$ cat src/rtl/serial_addsub.sv
// Bit-serial adder/subtractor: one full-adder/subtractor cell resolves WIDTH-bit operands LSB-first.
// Optional signed-overflow output is built when SERIAL_ADDSUB_OVF_EN is defined.
module serial_addsub #(
    parameter int WIDTH = 8
) (
    input  logic             clk,
    input  logic             rst_n,
    input  logic             start_valid,
    output logic             start_ready,
    input  logic [WIDTH-1:0] a,
    input  logic [WIDTH-1:0] b,
    input  logic             sub,
    input  logic             c_in,
    output logic             res_valid,
    input  logic             res_ready,
    output logic [WIDTH-1:0] result,
    output logic             c_out
`ifdef SERIAL_ADDSUB_OVF_EN
    ,
    output logic             ovf
`endif
);

    localparam int CW = (WIDTH > 1) ? $clog2(WIDTH) : 1;
    localparam logic [CW-1:0] CNT_LAST   = CW'(WIDTH - 1);
    localparam logic [CW-1:0] CNT_MSB_IN = CW'(WIDTH - 2);
    localparam logic [CW-1:0] CNT_ONE    = CW'(1);

    typedef enum logic [1:0] {
        IDLE = 2'b00,
        RUN  = 2'b01,
        DONE = 2'b10
    } state_t;

    state_t           state_r;
    state_t           state_nxt_s;
    logic [WIDTH-1:0] a_sr_r;
    logic [WIDTH-1:0] b_sr_r;
    logic [WIDTH-1:0] res_sr_r;
    logic [WIDTH-1:0] res_sr_nxt_s;
    logic [WIDTH-1:0] result_r;
    logic [CW-1:0]    cnt_r;
    logic             sub_r;
    logic             cy_r;
    logic             c_out_r;
    logic             sum_s;
    logic             cy_nxt_s;
    logic             last_s;

    function automatic logic cell_sum(input logic ai, input logic bi, input logic ci);
        return ai ^ bi ^ ci;
    endfunction

    // Carry for add, borrow for subtract.
    function automatic logic cell_cy(input logic ai, input logic bi, input logic ci,
                                     input logic sub_i);
        logic cy_v;
        if (sub_i) begin
            cy_v = (~ai & bi) | (~(ai ^ bi) & ci);
        end else begin
            cy_v = (ai & bi) | ((ai ^ bi) & ci);
        end
        return cy_v;
    endfunction

    // Bit cell evaluation and next-state decode.
    always_comb begin
        state_nxt_s  = state_r;
        sum_s        = cell_sum(a_sr_r[0], b_sr_r[0], cy_r);
        cy_nxt_s     = cell_cy(a_sr_r[0], b_sr_r[0], cy_r, sub_r);
        last_s       = (cnt_r == CNT_LAST);
        res_sr_nxt_s = {sum_s, res_sr_r[WIDTH-1:1]};
        case (state_r)
            IDLE: begin
                if (start_valid) begin
                    state_nxt_s = RUN;
                end else begin
                    state_nxt_s = IDLE;
                end
            end
            RUN: begin
                if (last_s) begin
                    state_nxt_s = DONE;
                end else begin
                    state_nxt_s = RUN;
                end
            end
            DONE: begin
                if (res_ready) begin
                    state_nxt_s = IDLE;
                end else begin
                    state_nxt_s = DONE;
                end
            end
            default: state_nxt_s = IDLE;
        endcase
    end

    // State register.
    always_ff @(posedge clk or negedge rst_n) begin
        if (!rst_n) begin
            state_r <= IDLE;
        end else begin
            state_r <= state_nxt_s;
        end
    end

    // Operand/result shift registers, carry flop, bit counter and output registers.
    always_ff @(posedge clk or negedge rst_n) begin
        if (!rst_n) begin
            a_sr_r   <= {WIDTH{1'b0}};
            b_sr_r   <= {WIDTH{1'b0}};
            res_sr_r <= {WIDTH{1'b0}};
            result_r <= {WIDTH{1'b0}};
            cnt_r    <= {CW{1'b0}};
            sub_r    <= 1'b0;
            cy_r     <= 1'b0;
            c_out_r  <= 1'b0;
        end else begin
            case (state_r)
                IDLE: begin
                    if (start_valid) begin
                        a_sr_r   <= a;
                        b_sr_r   <= b;
                        sub_r    <= sub;
                        cy_r     <= c_in;
                        cnt_r    <= {CW{1'b0}};
                        res_sr_r <= {WIDTH{1'b0}};
                    end
                end
                RUN: begin
                    a_sr_r   <= {1'b0, a_sr_r[WIDTH-1:1]};
                    b_sr_r   <= {1'b0, b_sr_r[WIDTH-1:1]};
                    res_sr_r <= res_sr_nxt_s;
                    cy_r     <= cy_nxt_s;
                    cnt_r    <= cnt_r + CNT_ONE;
                    if (last_s) begin
                        result_r <= res_sr_nxt_s;
                        c_out_r  <= cy_nxt_s;
                    end
                end
                DONE: begin
                    cnt_r <= cnt_r;
                end
                default: begin
                    cnt_r <= {CW{1'b0}};
                end
            endcase
        end
    end

`ifdef SERIAL_ADDSUB_OVF_EN
    logic cy_msb_r;
    logic ovf_r;

    // Carry into the MSB is captured one step early so ovf can be registered on DONE entry.
    always_ff @(posedge clk or negedge rst_n) begin
        if (!rst_n) begin
            cy_msb_r <= 1'b0;
            ovf_r    <= 1'b0;
        end else begin
            if (state_r == RUN) begin
                if (cnt_r == CNT_MSB_IN) begin
                    cy_msb_r <= cy_nxt_s;
                end
                if (last_s) begin
                    ovf_r <= cy_msb_r ^ cy_nxt_s;
                end
            end
        end
    end

    assign ovf = ovf_r;
`endif

    assign start_ready = (state_r == IDLE);
    assign res_valid   = (state_r == DONE);
    assign result      = result_r;
    assign c_out       = c_out_r;

endmodule

$ cat config.mk
export PLATFORM = sky130hd
export DESIGN_NAME = serial_addsub
export DESIGN_NICKNAME = d
export VERILOG_FILES = /design/src/rtl/serial_addsub.sv
export SDC_FILE = /design/constraint.sdc
export NUM_CORES = 1
export LEC_CHECK = 0
export ABC_AREA = 1
export BUFFER_PORTS_ARGS = -buffer_cell sky130_fd_sc_hd__buf_2
export CORE_UTILIZATION = 40
export DETAILED_ROUTE_END_ITERATION = 10
export PLACE_DENSITY = 0.63
export SYNTH_ARGS = -nofsm -noshare
export SYNTH_HDL_FRONTEND = slang
export SYNTH_SLANG_ARGS = --single-unit
export TNS_END_PERCENT = 5
$ cat constraint.sdc
create_clock -name clk -period 1.3 [get_ports clk]
set_input_delay 0.195 -clock clk [delete_from_list [all_inputs] [get_ports clk]]
set_output_delay 0.195 -clock clk [all_outputs]
set_load 0.01 [all_outputs]
==> metrics, run 1 <==
wirelength, routed=3900 um; Power Density=2280 nW/um^2; Remaining Overflow, GRT=0; Worst-Margin Slew=0.282 ns; post-synthesis mux area share=0%; Syn Area/Cell=8.89 sq um; die area=5170 sq um; Starting Density=41.4%; Yosys cell types=18; synthesized area=1960 sq um; relative slew slack=81.2%; Total Routing Usage GR=16.7%; drc violations=2; CTS clk-pin slew, worst paths=0.08 ns; Finish-stage setup viols=1; Post-Synth XOR/XNOR Area=0%; clock skew after layout=0.00835 ns; non-filler cells, final=328; Post-Synth Simple-Gate Area=30.6%; WP data arrival=1.11 ns; Syn. warnings=0; Die W=71.9 um; placed insts=315; Seq/Total Area, Yosys=49.9%; Compound-Gate Fraction of Synth Area=7.29%; PnR worst setup slack=-0.00426 ns; Critical Path Max Stage Delay=0.48 ns; P&R area growth vs syn=19.8%; later-pin clock latency in the skew report=0.30 ns; Final GP Congestion=0.713; global-route wire length before repair=6620 um; H-tree levels=2; Setup WS pre-CTS=-0.00550 ns; Synth area leaders=dfrtp_1 (50%), nand2_1 (16%), nand3_1 (10%), o21ai_2 (6.3%), buf_6 (3.5%); Worst Path Required=1.11 ns; CP max stage cell=dfrtp_2; vias after detailed routing=1541; post-synth top area share=49.9%; post-route clock period utilization=100%; RSZ-0062 raised after global routing=yes; vias per cell=4.70; Setup CP Type=reg2out; net count after synthesis=246; failing checks=design-rule violations, negative setup slack; outcome=finished with violations; Core Footprint=4720 sq um; Rows=25; Post-Synth Adder-Cell Area=3.33%; layout cells sized above 1=30.7%; vias in the first global route=1480; final hold viol count=0; min Tclk post-route=1.30 ns; Seq cells post-synth=39; CTS Root Cell=clkbuf_8; P_leak=0.00125 uW; hpwl dp=2530 um; crit path launch type=flip-flop; initial DRC count=151; worst-path cell chain=nor2_4 > buf_6; main combinational cell family by area after synthesis=simple AND/OR/NAND/NOR gates; Routed Antenna Nets=0; Port Buf Inserts=32; CTS buffer count=5; clk buf depth=2; max-slew violation count=0; Sink Count=39; TritonCTS clock tree=done; initial antenna violation count=0; height of the die=71.9 um; nets@finish=286; Hold/Removal Path Class=in2reg; CP bufs+invs=1; TritonRoute pass-1 iters=7; Ports=33; WL per Instance=11.9 um; IR drop worst, VDD=749 uV; Synth area leader=dfrtp_1; Max Clk Rate=0.767 GHz; Max Cap Viol=0; crit-path max FO=5; CP endpoint kind=output port; Syn Inst Count=220; CP delay by family, top=flip-flops; # diodes=0; # fillers=468; largest net degree at the start of global routing=40
-- flip-flops by register name, indices dropped and copies added, names as in the netlist --
signal    count
b_sr_r        8
a_sr_r        8
cy_r          1
cnt_r         3
c_out         1
res_sr_r      7
result        8
sub_r         1
state_r       2
-- routing by layer --
| layer | global-route usage, % | vias up | part of all wire (%) |
|---|---|---|---|
| li1 | - | 782 | - |
| met4 | 6.54 | 0 | 1.8 |
| met2 | 25.6 | 38 | 45 |
| met3 | 4.58 | 7 | 4.4 |
| met1 | 22.6 | 714 | 49 |
| met5 | 0 | - | 0 |
-- Yosys cell counts --
master	count
nand2_1	85
nand3_1	41
dfrtp_1	39
o21ai_2	14
inv_1	12
buf_6	6
o21ai_0	4
buf_4	3
nand2_4	3
buf_2	2
fa_1	2
ha_1	2
inv_4	2
buf_8	1
nand2_2	1
nand2_8	1
nor2_1	1
nor2_4	1
-- metrics by stage --
stage                     hold slack [ns]  power, uW  setup TNS (ns)  cell area [sq um]  utilization, %
after floorplan                    -0.101       3810               0               1960               -
after CTS                          0.0657       5330        -0.00343               2310            48.8
after global routing               0.0648       5840          -0.114               2340            49.6
after global placement              0.178       4270               0               2170            45.9
final                              0.0748       5340        -0.00426               2340            49.6
after detailed placement            0.179       4320        -0.00550               2170            45.9
-- logic make-up after synthesis --
| group | Yosys count |
|---|---|
| compound gates | 18 |
| fa+ha+maj | 4 |
| buf+inv | 26 |
| flops | 39 |
| simple gates | 133 |
-- repair_timing --
action / in CTS / in global routing
buffers inserted: 1 / 2
hold endpoints to repair: 39 / 0
gates resized for setup: 6 / 5
hold buffers: 1 / 0
setup endpoints to repair: 4 / 28
pin swaps: 3 / 3
gates cloned: 0 / 1
-- layout make-up --
class | instances | area (sq um) | area share [%]
clock buffer | 7 | 96.3 | 4.11
clock inverter | 1 | 7.51 | 0.321
inverter | 14 | 60.1 | 2.56
multi-input combinational | 156 | 831 | 35.5
sequential | 39 | 980 | 41.8
tap | 67 | 83.8 | 3.58
timing repair buffer | 44 | 284 | 12.1
-- cell usage in the layout, fill, tap and decap left out, types with 2 or more instances in the layout --
master	count
nand2_1	85
nand3_1	41
dfrtp_1	36
buf_2	31
o21ai_2	14
inv_1	12
buf_4	9
clkbuf_8	7
nand2_4	4
o21ai_0	3
dfrtp_2	3
nor2_4	2
buf_12	2
-- where the power goes --
part,total [uW],switching [uW],internal [uW],leakage [uW]
Combinational,2370,1400,966,0.000701
Sequential,2050,322,1730,0.000499
Clock,926,443,483,0.0000505
Total,5340,2170,3180,0.00125
-- worst paths after layout --
kind                                          from                       to  slack (ns)  depth (start not counted)
max in group asynchronous                    rst_n     state_r[0]$_DFF_PN0_        0.71                          3
hold reg to reg            res_sr_r[5]$_DFFE_PN0P_  res_sr_r[4]$_DFFE_PN0P_        0.48                          2
hold / removal                           res_ready     state_r[1]$_DFF_PN0_        0.07                          2
min in group asynchronous                    rst_n    a_sr_r[3]$_DFFE_PN0P_        0.38                          3
setup reg to reg              cnt_r[0]$_DFFE_PN0P_     state_r[0]$_DFF_PN0_        0.06                          4
setup / recovery              state_r[1]$_DFF_PN0_              start_ready      -0.004                          2
(Power assumes the default switching activity.)
==> run 2: changes to the inputs <==
- SETUP_SLACK_MARGIN: default -> 0.2
==> metrics, run 2 (synthesis results as in run 1) <==
outcome=finished with violations; failing checks=design-rule violations; P_leak=0.00133 uW (+6.0%); Total Routing Usage GR=17.6% (+0.96 points); crit path launch type=flip-flop; Max Clk Rate=0.778 GHz (+1.5%); WL per Instance=12.7 um (+6.4%); clk buf depth=2 (unchanged); CP Launch Point=state_r[0]$_DFF_PN0_; height of the die=71.9 um (unchanged); Worst Hold Launch=res_ready; # diodes=0 (unchanged); drc violations=2 (unchanged); Worst-Margin Slew=0.221 ns (-0.0611 ns); vias after detailed routing=1598 (+3.7%); Routed Antenna Nets=0 (unchanged); initial antenna violation count=0 (unchanged); CTS clk-pin slew, worst paths=0.08 ns (about the same); Port Buf Inserts=32 (unchanged); IR drop worst, VDD=1180 uV (+58%); Setup CP Type=reg2out; Starting Density=41.4% (unchanged); placed cell areas=2200 sq um (+1.3%); global-route wire length before repair=7000 um (+5.7%); vias per cell=4.71 (+0.33%); CP endpoint kind=output port; Die W=71.9 um (unchanged); Hold/Removal Path Class=in2reg; Sink Count=39 (unchanged); Rows=25 (unchanged); Remaining Overflow, GRT=0 (unchanged); H-tree levels=2 (unchanged); most frequent cells in the layout=nand2_1 (81), nand3_1 (41), dfrtp_1 (38); TritonCTS clock tree=done; Max Cap Viol=0 (unchanged); later-pin clock latency in the skew report=0.29 ns (about the same); largest net degree at the start of global routing=40 (unchanged); relative slew slack=85.3% (+4.1 points); Power Density=2350 nW/um^2 (+3.2%); CTS Root Cell=clkbuf_8; RSZ-0062 raised after global routing=yes; TritonRoute pass-1 iters=8 (+1); wirelength, routed=4290 um (+10%); worst r2r src=state_r[1]$_DFF_PN0_; initial DRC count=88 (-42%); Worst Path Required=1.11 ns (about the same); Ports=33 (unchanged); layout cells sized above 1=35.3% (+4.6 points); vias in the first global route=1461 (-1.3%); post-route clock period utilization=98.8% (-1.5 points); max-slew violation count=0 (unchanged); hpwl dp=2610 um (+3.1%); Finish-stage setup viols=0 (-1); commonest non-fill, non-tap cell in the layout=nand2_1; clock skew after layout=0.0103 ns (+0.00192 ns); min Tclk post-route=1.28 ns (-0.0196 ns); P&R area growth vs syn=29.0%; WP data arrival=1.09 ns (-0.02 ns); final hold viol count=0 (unchanged); placed insts=318 (+0.95%); Min Hold Slack=0.0921 ns (+0.0173 ns); Finished Cell Area=2520 sq um (+7.7%); Core Footprint=4720 sq um (unchanged); crit-path max FO=3 (-2); die area=5170 sq um (unchanged); CTS buffer count=5 (unchanged); nets@finish=297 (+3.8%); Final GP Congestion=0.732 (+2.6%); non-filler cells, final=339 (+3.4%)
==> run 2: per-stage QoR <==
| step | utilization [%] | power (uW) | worst slack, ns | setup TNS (ns) |
|---|---|---|---|---|
| finish | 53.4 | 5940 | 0.0153 | 0 |
| global route | 53.4 | 6380 | -0.0329 | -0.303 |
| CTS | 52.8 | 5910 | 0.0277 | 0 |
| detailed placement | 46.5 | 4370 | 0.0174 | 0 |
| global placement | 46.5 | 4290 | 0.0542 | 0 |
| floorplan | - | 3850 | 0.160 | 0 |
==> run 2: area by class of cell <==
class | count | area, sq um
fill | 448 | 2200
sequential | 39 | 977
multi-input combinational | 157 | 886
timing repair buffer | 54 | 399
tap | 67 | 83.8
clock buffer | 6 | 82.6
inverter | 14 | 60.1
clock inverter | 2 | 35.0
==> run 2: timing repair <==
item / in CTS / in global routing
cloned: 3 / 0
pin swaps: 5 / 1
gates resized for setup: 18 / 9
hold buffers: 1 / 0
setup buffers: 9 / 0
setup endpoints to repair: 36 / 41
endpoints found under the hold margin: 39 / 0
==> run 2: critical path: stages, from the launching register on <==
cell and delay (ns):
dfrtp_1 0.40, buf_4 0.15, nor2_4 0.14, buf_6 0.12
==> run 2: where the power goes <==
part           total (uW)  switching (uW)  internal, uW
combinational        2860            1610          1250
sequential           2020             300          1720
clock                1060             436           622
total                5940            2350          3590
==> run 2: layer usage <==
layer / vias to the layer above / part of all wire [%] / global-route usage (%)
met1: 751 / 48 / 26.1
met4: 0 / 0.16 / 4.14
li1: 808 / - / -
met2: 37 / 48 / 26.2
met5: - / 0 / 0
met3: 2 / 3.1 / 4.31
==> run 2: path summary, 6_finish.rpt <==
path                                          to  cells after the start  slack (ns)
max                                  start_ready                      3        0.02
min                         state_r[1]$_DFF_PN0_                      2        0.09
max reg2reg                result[7]$_DFFE_PN0P_                      7        0.02
min reg2reg                result[1]$_DFFE_PN0P_                      2        0.48
max in group asynchronous   state_r[1]$_DFF_PN0_                      3        0.69
min in group asynchronous  a_sr_r[4]$_DFFE_PN0P_                      3        0.40
==> run 3: changes to the inputs <==
- CORE_MARGIN: default -> 3
==> metrics, run 3 (synthesis results as in run 1) <==
max-slew violation count=0 (unchanged); P&R area growth vs syn=21.5%; Max Cap Viol=0 (unchanged); clk buf depth=2 (unchanged); Sink Count=39 (unchanged); Ports=33 (unchanged); commonest non-fill, non-tap cell in the layout=nand2_1; WL per Instance=11.6 um (-8.2%); global-route wire length before repair=6440 um (-7.9%); hold endpoint=state_r[1]$_DFF_PN0_; RSZ-0062 raised after global routing=yes; setup TNS=0 ns (unchanged); min Tclk post-route=1.24 ns (-0.0425 ns); WP data arrival=1.46 ns (+0.37 ns); worst r2r src=cy_r$_DFFE_PN0P_; Core Footprint=4530 sq um (-4.0%); Worst-Margin Slew=0.344 ns (+0.123 ns); Die W=75.9 um (+5.6%); post-route clock period utilization=95.6% (-3.3 points); crit path launch type=flip-flop; TritonCTS clock tree=done; TritonRoute pass-1 iters=4 (-4); nets@finish=287 (-3.4%); hpwl dp=2700 um (+3.3%); height of the die=75.9 um (+5.6%); Routed Antenna Nets=0 (unchanged); Worst Hold Launch=res_ready; most frequent cells in the layout=nand2_1 (83), nand3_1 (41), dfrtp_1 (37); CP endpoint kind=flip-flop; # diodes=0 (unchanged); Setup CP Type=reg2reg; largest net degree at the start of global routing=27 (-33%); clock skew after layout=0.00532 ns (-0.00495 ns); vias in the first global route=1418 (-2.9%); Worst Path Required=1.52 ns (+0.41 ns); initial DRC count=116 (+32%); later-pin clock latency in the skew report=0.29 ns (about the same); Finished Cell Area=2380 sq um (-5.9%); Power Density=2330 nW/um^2 (-1.1%); CTS clk-pin slew, worst paths=0.08 ns (about the same); Total Routing Usage GR=13.9% (-3.8 points); reg-to-reg setup timing slack=0.06 ns (+0.04 ns); relative slew slack=77.1% (-8.2 points); IR drop worst, VDD=897 uV (-24%); drc violations=0 (-2); Remaining Overflow, GRT=0 (unchanged); P_leak=0.00126 uW (-5.1%); Hold Path Stages=2 (unchanged); Final GP Congestion=0.747 (+2.1%); Starting Density=43.1% (+1.7 points); Hold/Removal Path Class=in2reg; vias per cell=4.70 (-0.29%); crit-path max FO=3 (unchanged); wirelength, routed=3800 um (-11%); layout cells sized above 1=32.8% (-2.5 points); H-tree levels=2 (unchanged); initial antenna violation count=0 (unchanged); Rows=24 (-4.0%); Port Buf Inserts=32 (unchanged); outcome=finished clean; CTS Root Cell=clkbuf_8; # fillers=439 (-2.0%); die area=5760 sq um (+11%); placed cell areas=2180 sq um (-0.57%); vias after detailed routing=1537 (-3.8%); final hold viol count=0 (unchanged); CTS buffer count=5 (unchanged); Finish-stage setup viols=0 (unchanged); R2R cell count=4 (-3); Max Clk Rate=0.805 GHz (+3.4%); r2r endpoint=res_sr_r[7]$_DFFE_PN0P_
## run 3: timing repair
action                                 4_1_cts  5_1_grt
endpoints found under the hold margin       13        0
setup endpoints to repair                   40       37
resized for setup                           10        0
hold buffers                                 1        0
pin swaps                                    2        0
buffers inserted                             5        0
## run 3: metal layers
layer	global-route usage, %	share of wire (%)	up-vias
li1	-	-	781
met1	18.5	46	717
met2	21.6	48	34
met3	3.55	4.1	5
met4	5.43	1.7	0
met5	0	0	-
## run 3: worst max-delay path by stage
stage	slack (ns)	to	depth (start not counted)	start
global placement	0.06	state_r[1]$_DFF_PN0_	4	cnt_r[0]$_DFFE_PN0P_
global route	0.01	result[7]$_DFFE_PN0P_	4	cy_r$_DFFE_PN0P_
CTS	0.07	res_sr_r[7]$_DFFE_PN0P_	4	cy_r$_DFFE_PN0P_
detailed placement	0.04	c_out$_DFFE_PN0P_	5	cy_r$_DFFE_PN0P_
floorplan	0.16	c_out$_DFFE_PN0P_	5	cy_r$_DFFE_PN0P_
finish	0.06	res_sr_r[7]$_DFFE_PN0P_	4	cy_r$_DFFE_PN0P_
## run 3: cell type report
cell class | count | area (sq um) | area share, %
Clock buffer | 6 | 82.6 | 3.48
Clock inverter | 2 | 35.0 | 1.47
Sequential cell | 39 | 978 | 41.2
Tap cell | 65 | 81.3 | 3.42
Inverter | 14 | 57.6 | 2.42
Multi-Input combinational cell | 155 | 848 | 35.7
Timing Repair Buffer | 46 | 293 | 12.3
## run 3: through the flow
stage | util [%] | hold WS (ns) | worst slack (ns) | power (uW) | instances
finish | 52.4 | 0.102 | 0.0578 | 5530 | 327
global route | 52.4 | 0.0983 | 0.0135 | 6000 | 327
CTS | 52.4 | 0.0999 | 0.0655 | 5580 | 327
detailed placement | 48.2 | 0.120 | 0.0432 | 4350 | 313
global placement | 48.2 | 0.118 | 0.0638 | 4290 | 313
floorplan | - | -0.101 | 0.160 | 3850 | 220
## run 3: critical path, stage by stage (launching register included)
cell and delay, ns:
dfrtp_1 0.41, inv_2 0.06, fa_2 0.59, nand2_1 0.07, o21ai_2 0.05
## run 3: power by group
part | internal [uW] | total [uW] | switching (uW)
logic | 1010 | 2440 | 1430
registers | 1730 | 2050 | 320
clock network | 621 | 1040 | 423
